### config.mk
export PLATFORM = sky130hd
export DESIGN_NAME = data_memory_arbiter
export DESIGN_NICKNAME = d
export VERILOG_FILES = /design/src/rtl/data_memory_arbiter.sv
export SDC_FILE = /design/constraint.sdc
export NUM_CORES = 1
export LEC_CHECK = 0
export BUFFER_PORTS_ARGS = -buffer_cell sky130_fd_sc_hd__buf_2
export CORE_MARGIN = 4
export CORE_UTILIZATION = 45
export DETAILED_ROUTE_END_ITERATION = 10
export GPL_TIMING_DRIVEN = 1
export HOLD_SLACK_MARGIN = 0.15
export MAX_ROUTING_LAYER = met4
export PLACE_DENSITY_LB_ADDON = 0.25
export SKIP_LAST_GASP = 1
export SLEW_MARGIN = 25
export SYNTH_ARGS = -nofsm -noshare
export SYNTH_HDL_FRONTEND = slang
export SYNTH_SLANG_ARGS = --single-unit
export TNS_END_PERCENT = 10
### constraint.sdc
create_clock -name Clk -period 2.3 [get_ports Clk]
set_input_delay 0.46 -clock Clk [delete_from_list [all_inputs] [get_ports Clk]]
set_output_delay 0.46 -clock Clk [all_outputs]
set_load 0.02 [all_outputs]
### src/rtl/data_memory_arbiter.sv
// Round-robin arbiter and sequencer sharing one single-port data memory
// between requester A (core) and requester B (DMA/debug).
module data_memory_arbiter #(
    parameter int unsigned ADDR_WIDTH   = 32,
    parameter int unsigned DATA_WIDTH   = 32,
    parameter int unsigned DEPTH        = 32,
    parameter int unsigned READ_LATENCY = 1
) (
    input  logic                  Clk,
    input  logic                  Reset,
    input  logic                  A_Req,
    input  logic                  A_Write,
    input  logic [ADDR_WIDTH-1:0] A_Addr,
    input  logic [DATA_WIDTH-1:0] A_Wdata,
    output logic                  A_Gnt,
    output logic                  A_Rvalid,
    output logic [DATA_WIDTH-1:0] A_Rdata,
    output logic                  A_Err,
    input  logic                  B_Req,
    input  logic                  B_Write,
    input  logic [ADDR_WIDTH-1:0] B_Addr,
    input  logic [DATA_WIDTH-1:0] B_Wdata,
    output logic                  B_Gnt,
    output logic                  B_Rvalid,
    output logic [DATA_WIDTH-1:0] B_Rdata,
    output logic                  B_Err,
    output logic [ADDR_WIDTH-1:0] Mem_Address,
    output logic [DATA_WIDTH-1:0] Mem_Write_data,
    output logic                  Mem_Write,
    output logic                  Mem_Read,
    input  logic [DATA_WIDTH-1:0] Mem_Read_data
);

    localparam int unsigned CNT_W = 3;
    localparam logic [ADDR_WIDTH-1:0] DEPTH_A = ADDR_WIDTH'(DEPTH);

    typedef enum logic [1:0] {S_IDLE, S_ISSUE, S_WAIT, S_RESP} state_t;

    state_t                  state_q, state_d;
    logic                    last_b_q, last_b_d;
    logic                    win_b_q, win_b_d;
    logic                    wr_q, wr_d;
    logic                    oor_q, oor_d;
    logic [CNT_W-1:0]        cnt_q, cnt_d;
    logic                    a_gnt_q, a_gnt_d, b_gnt_q, b_gnt_d;
    logic                    a_err_q, a_err_d, b_err_q, b_err_d;
    logic                    a_rvalid_q, a_rvalid_d, b_rvalid_q, b_rvalid_d;
    logic [DATA_WIDTH-1:0]   a_rdata_q, a_rdata_d, b_rdata_q, b_rdata_d;
    logic [ADDR_WIDTH-1:0]   mem_addr_q, mem_addr_d;
    logic [DATA_WIDTH-1:0]   mem_wdata_q, mem_wdata_d;
    logic                    mem_write_q, mem_write_d;
    logic                    mem_read_q, mem_read_d;

    logic                    sel_b;
    logic                    req_wr;
    logic [ADDR_WIDTH-1:0]   req_addr;
    logic [DATA_WIDTH-1:0]   req_wdata;
    logic                    req_in_rng;

    // Winner selection: lone requester wins, a tie goes to the one not granted last.
    always_comb begin
        sel_b      = B_Req && (!A_Req || !last_b_q);
        req_wr     = sel_b ? B_Write : A_Write;
        req_addr   = sel_b ? B_Addr  : A_Addr;
        req_wdata  = sel_b ? B_Wdata : A_Wdata;
        req_in_rng = (req_addr < DEPTH_A);
    end

    // Next-state and registered-output logic; pulses default low every cycle.
    always_comb begin
        state_d     = state_q;
        last_b_d    = last_b_q;
        win_b_d     = win_b_q;
        wr_d        = wr_q;
        oor_d       = oor_q;
        cnt_d       = cnt_q;
        a_gnt_d     = 1'b0;
        b_gnt_d     = 1'b0;
        a_err_d     = 1'b0;
        b_err_d     = 1'b0;
        a_rvalid_d  = 1'b0;
        b_rvalid_d  = 1'b0;
        a_rdata_d   = a_rdata_q;
        b_rdata_d   = b_rdata_q;
        mem_addr_d  = mem_addr_q;
        mem_wdata_d = mem_wdata_q;
        mem_write_d = 1'b0;
        mem_read_d  = 1'b0;

        case (state_q)
            S_IDLE: begin
                if (A_Req || B_Req) begin
                    win_b_d  = sel_b;
                    last_b_d = sel_b;
                    wr_d     = req_wr;
                    oor_d    = !req_in_rng;
                    a_gnt_d  = !sel_b;
                    b_gnt_d  = sel_b;
                    a_err_d  = !sel_b && !req_in_rng;
                    b_err_d  = sel_b && !req_in_rng;
                    if (req_in_rng) begin
                        mem_addr_d  = req_addr;
                        mem_wdata_d = req_wdata;
                        mem_write_d = req_wr;
                        mem_read_d  = !req_wr;
                    end
                    state_d = S_ISSUE;
                end
            end
            S_ISSUE: begin
                if (wr_q) begin
                    state_d = S_IDLE;
                end else if (oor_q) begin
                    // Rejected read answers with zero data and no memory access.
                    a_rvalid_d = !win_b_q;
                    b_rvalid_d = win_b_q;
                    if (win_b_q) b_rdata_d = '0;
                    else         a_rdata_d = '0;
                    state_d = S_RESP;
                end else begin
                    cnt_d   = CNT_W'(READ_LATENCY);
                    state_d = S_WAIT;
                end
            end
            S_WAIT: begin
                if (cnt_q == CNT_W'(1)) begin
                    a_rvalid_d = !win_b_q;
                    b_rvalid_d = win_b_q;
                    if (win_b_q) b_rdata_d = Mem_Read_data;
                    else         a_rdata_d = Mem_Read_data;
                    state_d = S_RESP;
                end else begin
                    cnt_d = cnt_q - CNT_W'(1);
                end
            end
            S_RESP: begin
                state_d = S_IDLE;
            end
            default: begin
                state_d = S_IDLE;
            end
        endcase
    end

    // State and output registers with synchronous reset; A wins the first tie.
    always_ff @(posedge Clk) begin
        if (Reset) begin
            state_q     <= S_IDLE;
            last_b_q    <= 1'b1;
            win_b_q     <= 1'b0;
            wr_q        <= 1'b0;
            oor_q       <= 1'b0;
            cnt_q       <= '0;
            a_gnt_q     <= 1'b0;
            b_gnt_q     <= 1'b0;
            a_err_q     <= 1'b0;
            b_err_q     <= 1'b0;
            a_rvalid_q  <= 1'b0;
            b_rvalid_q  <= 1'b0;
            a_rdata_q   <= '0;
            b_rdata_q   <= '0;
            mem_addr_q  <= '0;
            mem_wdata_q <= '0;
            mem_write_q <= 1'b0;
            mem_read_q  <= 1'b0;
        end else begin
            state_q     <= state_d;
            last_b_q    <= last_b_d;
            win_b_q     <= win_b_d;
            wr_q        <= wr_d;
            oor_q       <= oor_d;
            cnt_q       <= cnt_d;
            a_gnt_q     <= a_gnt_d;
            b_gnt_q     <= b_gnt_d;
            a_err_q     <= a_err_d;
            b_err_q     <= b_err_d;
            a_rvalid_q  <= a_rvalid_d;
            b_rvalid_q  <= b_rvalid_d;
            a_rdata_q   <= a_rdata_d;
            b_rdata_q   <= b_rdata_d;
            mem_addr_q  <= mem_addr_d;
            mem_wdata_q <= mem_wdata_d;
            mem_write_q <= mem_write_d;
            mem_read_q  <= mem_read_d;
        end
    end

    assign A_Gnt          = a_gnt_q;
    assign B_Gnt          = b_gnt_q;
    assign A_Err          = a_err_q;
    assign B_Err          = b_err_q;
    assign A_Rvalid       = a_rvalid_q;
    assign B_Rvalid       = b_rvalid_q;
    assign A_Rdata        = a_rdata_q;
    assign B_Rdata        = b_rdata_q;
    assign Mem_Address    = mem_addr_q;
    assign Mem_Write_data = mem_wdata_q;
    assign Mem_Write      = mem_write_q;
    assign Mem_Read       = mem_read_q;

endmodule

==> key figures <==
Yosys
  – Seq/Total Area, Yosys: 49.9%
  – Asr flop ratio synth: 0%
  – Compound-cell area share of the yosys netlist: 18.8%
  – Post-synth top flop: dfxtp_1
  – Synth top area share: 49.9%
  – Xor/xnor cell area share of the yosys netlist: 0%
  – Post-Synth Simple-Gate Area: 17.8%
  – Synth top area cells: dfxtp_1, a21oi_1, a211oi_2
  – Flops & latches, synth: 145
  – Yosys warns: 0
  – Mapped Area: 0.00582 mm2
  – Largest family of logic cells by synthesized area: compound AO/OA/AOI/OAI gates
  – Post-Synth Adder-Cell Area: 1.29%
  – Cell taking the most area after synthesis: dfxtp_1
  – Cells after synthesis: 619
  – Syn_nets: 791
  – Count leader, synth: dfxtp_1
  – Yosys cell types: 36
  – Mux cell area share after synthesis: 7.27%
  – Post-synth top cells: dfxtp_1, a21oi_1, nand2_1
  – Syn_area_per_cell: 9.40 um2
  – Number of enable flip-flop cells after synthesis: 0

Global route
  – First-pass GRT wire length: 26.3 mm
  – Initial antenna violation count: 0
  – Largest net degree at the start of global routing: 54
  – Total congestion overflow: 0
  – Vias in the first global route: 5,331
  – GRT Resource Usage Total: 22.9%

Setup path
  – Worst Setup Start Kind: flip-flop
  – Most common cell on crit path: a21oi_2
  – Data arrival time of the worst path: 2.28 ns
  – Crit path kind: reg -> reg
  – Crit Path Max Fanout: 27
  – Critical Path, Cell by Cell: inv_1 -> ha_1 -> o21ai_1 -> a21oi_2 -> a21oi_2 -> and2_1
  – WP data required: 2.64 ns
  – CP peak stage delay: 0.67 ns
  – Crit-path slowest cell: a21oi_2
  – CP endpoint kind: flip-flop

Place
  – Post-placement cell count: 1,057
  – RePlAce Congestion: 0.993
  – I/O Buffers: 301
  – Placed standard-cell area: 0.00748 mm2
  – Post-DP HPWL: 12.4 mm

Route
  – DRC Markers: 0
  – Post-Route WL: 17.1 mm
  – Final antenna-violating net count: 0
  – WL/cell: 15.7 um
  – Detailed-route via count: 5,470
  – First DRT Iteration DRCs: 418
  – First drt pass iteration count: 5
  – Vias per cell: 5.02

Floorplan
  – IO Pins: 302
  – # rows: 41
  – Initial Utilization: 46.1%
  – Die X: 122 um
  – Die area: 0.0148 mm2
  – Die H: 122 um
  – CORE AREA: 0.0126 mm2

Pwr
  – Maximum VDD drop: 0.703 mV
  – Total power: 6.57 mW
  – LEAKAGE: 3.60 nW
  – Pwr Density: 812 mW/mm2

Outcome
  – Run status: complete, no violations

Clocking
  – CTS clk-pin slew, worst paths: 0.06 ns
  – H-tree Lvls: 4
  – CTS buffer count: 17
  – Setup bufs post-CTS: 0
  – Clock Tree Buf Depth: 2
  – CTS sink cnt: 145
  – TritonCTS clock tree: yes
  – PostCTS Resize Cnt: 0
  – Clock insertion delay at the later pin of the skew report: 0.41 ns
  – Hold-fix buffers, CTS: 0
  – CTS Root Cell: clkbuf_16

STA
  – Slew Limit Headroom: 42.5%
  – Worst Skew: 0.00782 ns
  – Fin crit share: 84.3%
  – Final hold violations: 0
  – Slew Limit Fails: 0
  – RSZ-0062 raised after global routing: false
  – Setup violators final: 0
  – Worst slew pin tran: 0.862 ns
  – FMAX: 0.516 GHz
  – Post-Route Setup TNS: 0 ns
  – Min cycle time layout: 1.94 ns

Finish
  – Share of post-route cells with drive strength above 1: 42.3%
  – Fin nets: 1,076
  – Layout area overhead: 38.9%
  – Layout Cells excl Fill: 1,089
  – Finished layout cell area: 0.00808 mm2
  – # diodes: 0

Worst hold path
  – Hold Path Class: in -> reg

Job
  – Max-cap viol count: 0
-- report_power, final --
part / leakage [nW] / internal, mW / switching, mW / total, mW
Clock: 0.284 / 1.68 / 1.09 / 2.77
Sequential: 1.17 / 2.58 / 0.0474 / 2.63
Combinational: 2.14 / 0.404 / 0.768 / 1.17
Total: 3.60 / 4.66 / 1.91 / 6.57
-- worst max-delay path, delay by kind of cell, from the launching register on --
family,cells,cell delay (ns)
adder cells (fa/ha/maj),1,0.28
buffers and inverters,1,0.10
flip-flops,1,0.35
AO/OA/AOI/OAI,3,0.91
AND/OR/NAND/NOR,1,0.24
-- routing by layer --
layer	wire, um	GRT usage [%]	vias to the layer above
li1	-	-	2765
met1	7190	29.1	2478
met2	8280	36.1	211
met3	1410	6.59	16
met4	185	5.81	0
met5	0	-	-
-- stage by stage --
step	hold slack, ns	worst slack, ns	util, %
2_1_floorplan	0.456	0.483	-
3_3_place_gp	0.436	0.171	59.3
3_5_place_dp	0.438	0.163	59.3
4_1_cts	0.311	0.352	64.0
5_1_grt	0.319	0.161	64.0
6_report	0.328	0.361	64.0
-- cells in the final DEF (no fill, tap or decap), drive strengths merged, types with 11 or more instances in the layout --
cell type / n
and2: 31
dfxtp: 145
a211oi: 40
nand2: 73
a21oi: 106
inv: 11
clkbuf: 19
buf: 318
mux2i: 41
nand3: 64
nor4: 13
-- logic make-up after synthesis --
group | count (synthesis)
AOI/OAI and AO/OA | 160
DFF | 145
muxes | 41
and+or+nand+nor | 209
adders and majority gates | 6
buffers and inverters | 58
-- final timing paths --
check,to,cells after the start,start,slack (ns)
setup / recovery,Mem_Address[11],6,state_q[0],0.36
hold / removal,A_Rdata[18],3,Mem_Read_data[18],0.33
setup reg to reg,Mem_Address[11],6,state_q[0],0.36
hold reg to reg,B_Rdata[1],2,B_Rdata[1],0.45
-- area by class of cell --
type                       count  area (um2)
multi-input combinational    416        2650
timing repair buffer         318        1690
clock buffer                  19         453
fill                        1102        4540
clock inverter                13         151
tap                          172         215
inverter                       6        22.5
sequential                   145        2900
-- registers in the layout, summed over array words and instances (netlist names), named ones only --
register        flops
B_Rdata            32
Mem_Write           1
Mem_Write_data     32
wr_q                1
last_b_q            1
A_Gnt               1
A_Err               1
A_Rvalid            1
Mem_Address        32
Mem_Read            1
state_q             1
B_Gnt               1
B_Rvalid            1
cnt_q               3
B_Err               1
A_Rdata            32
oor_q               1
win_b_q             1
Power figures use the tool's default switching activity.
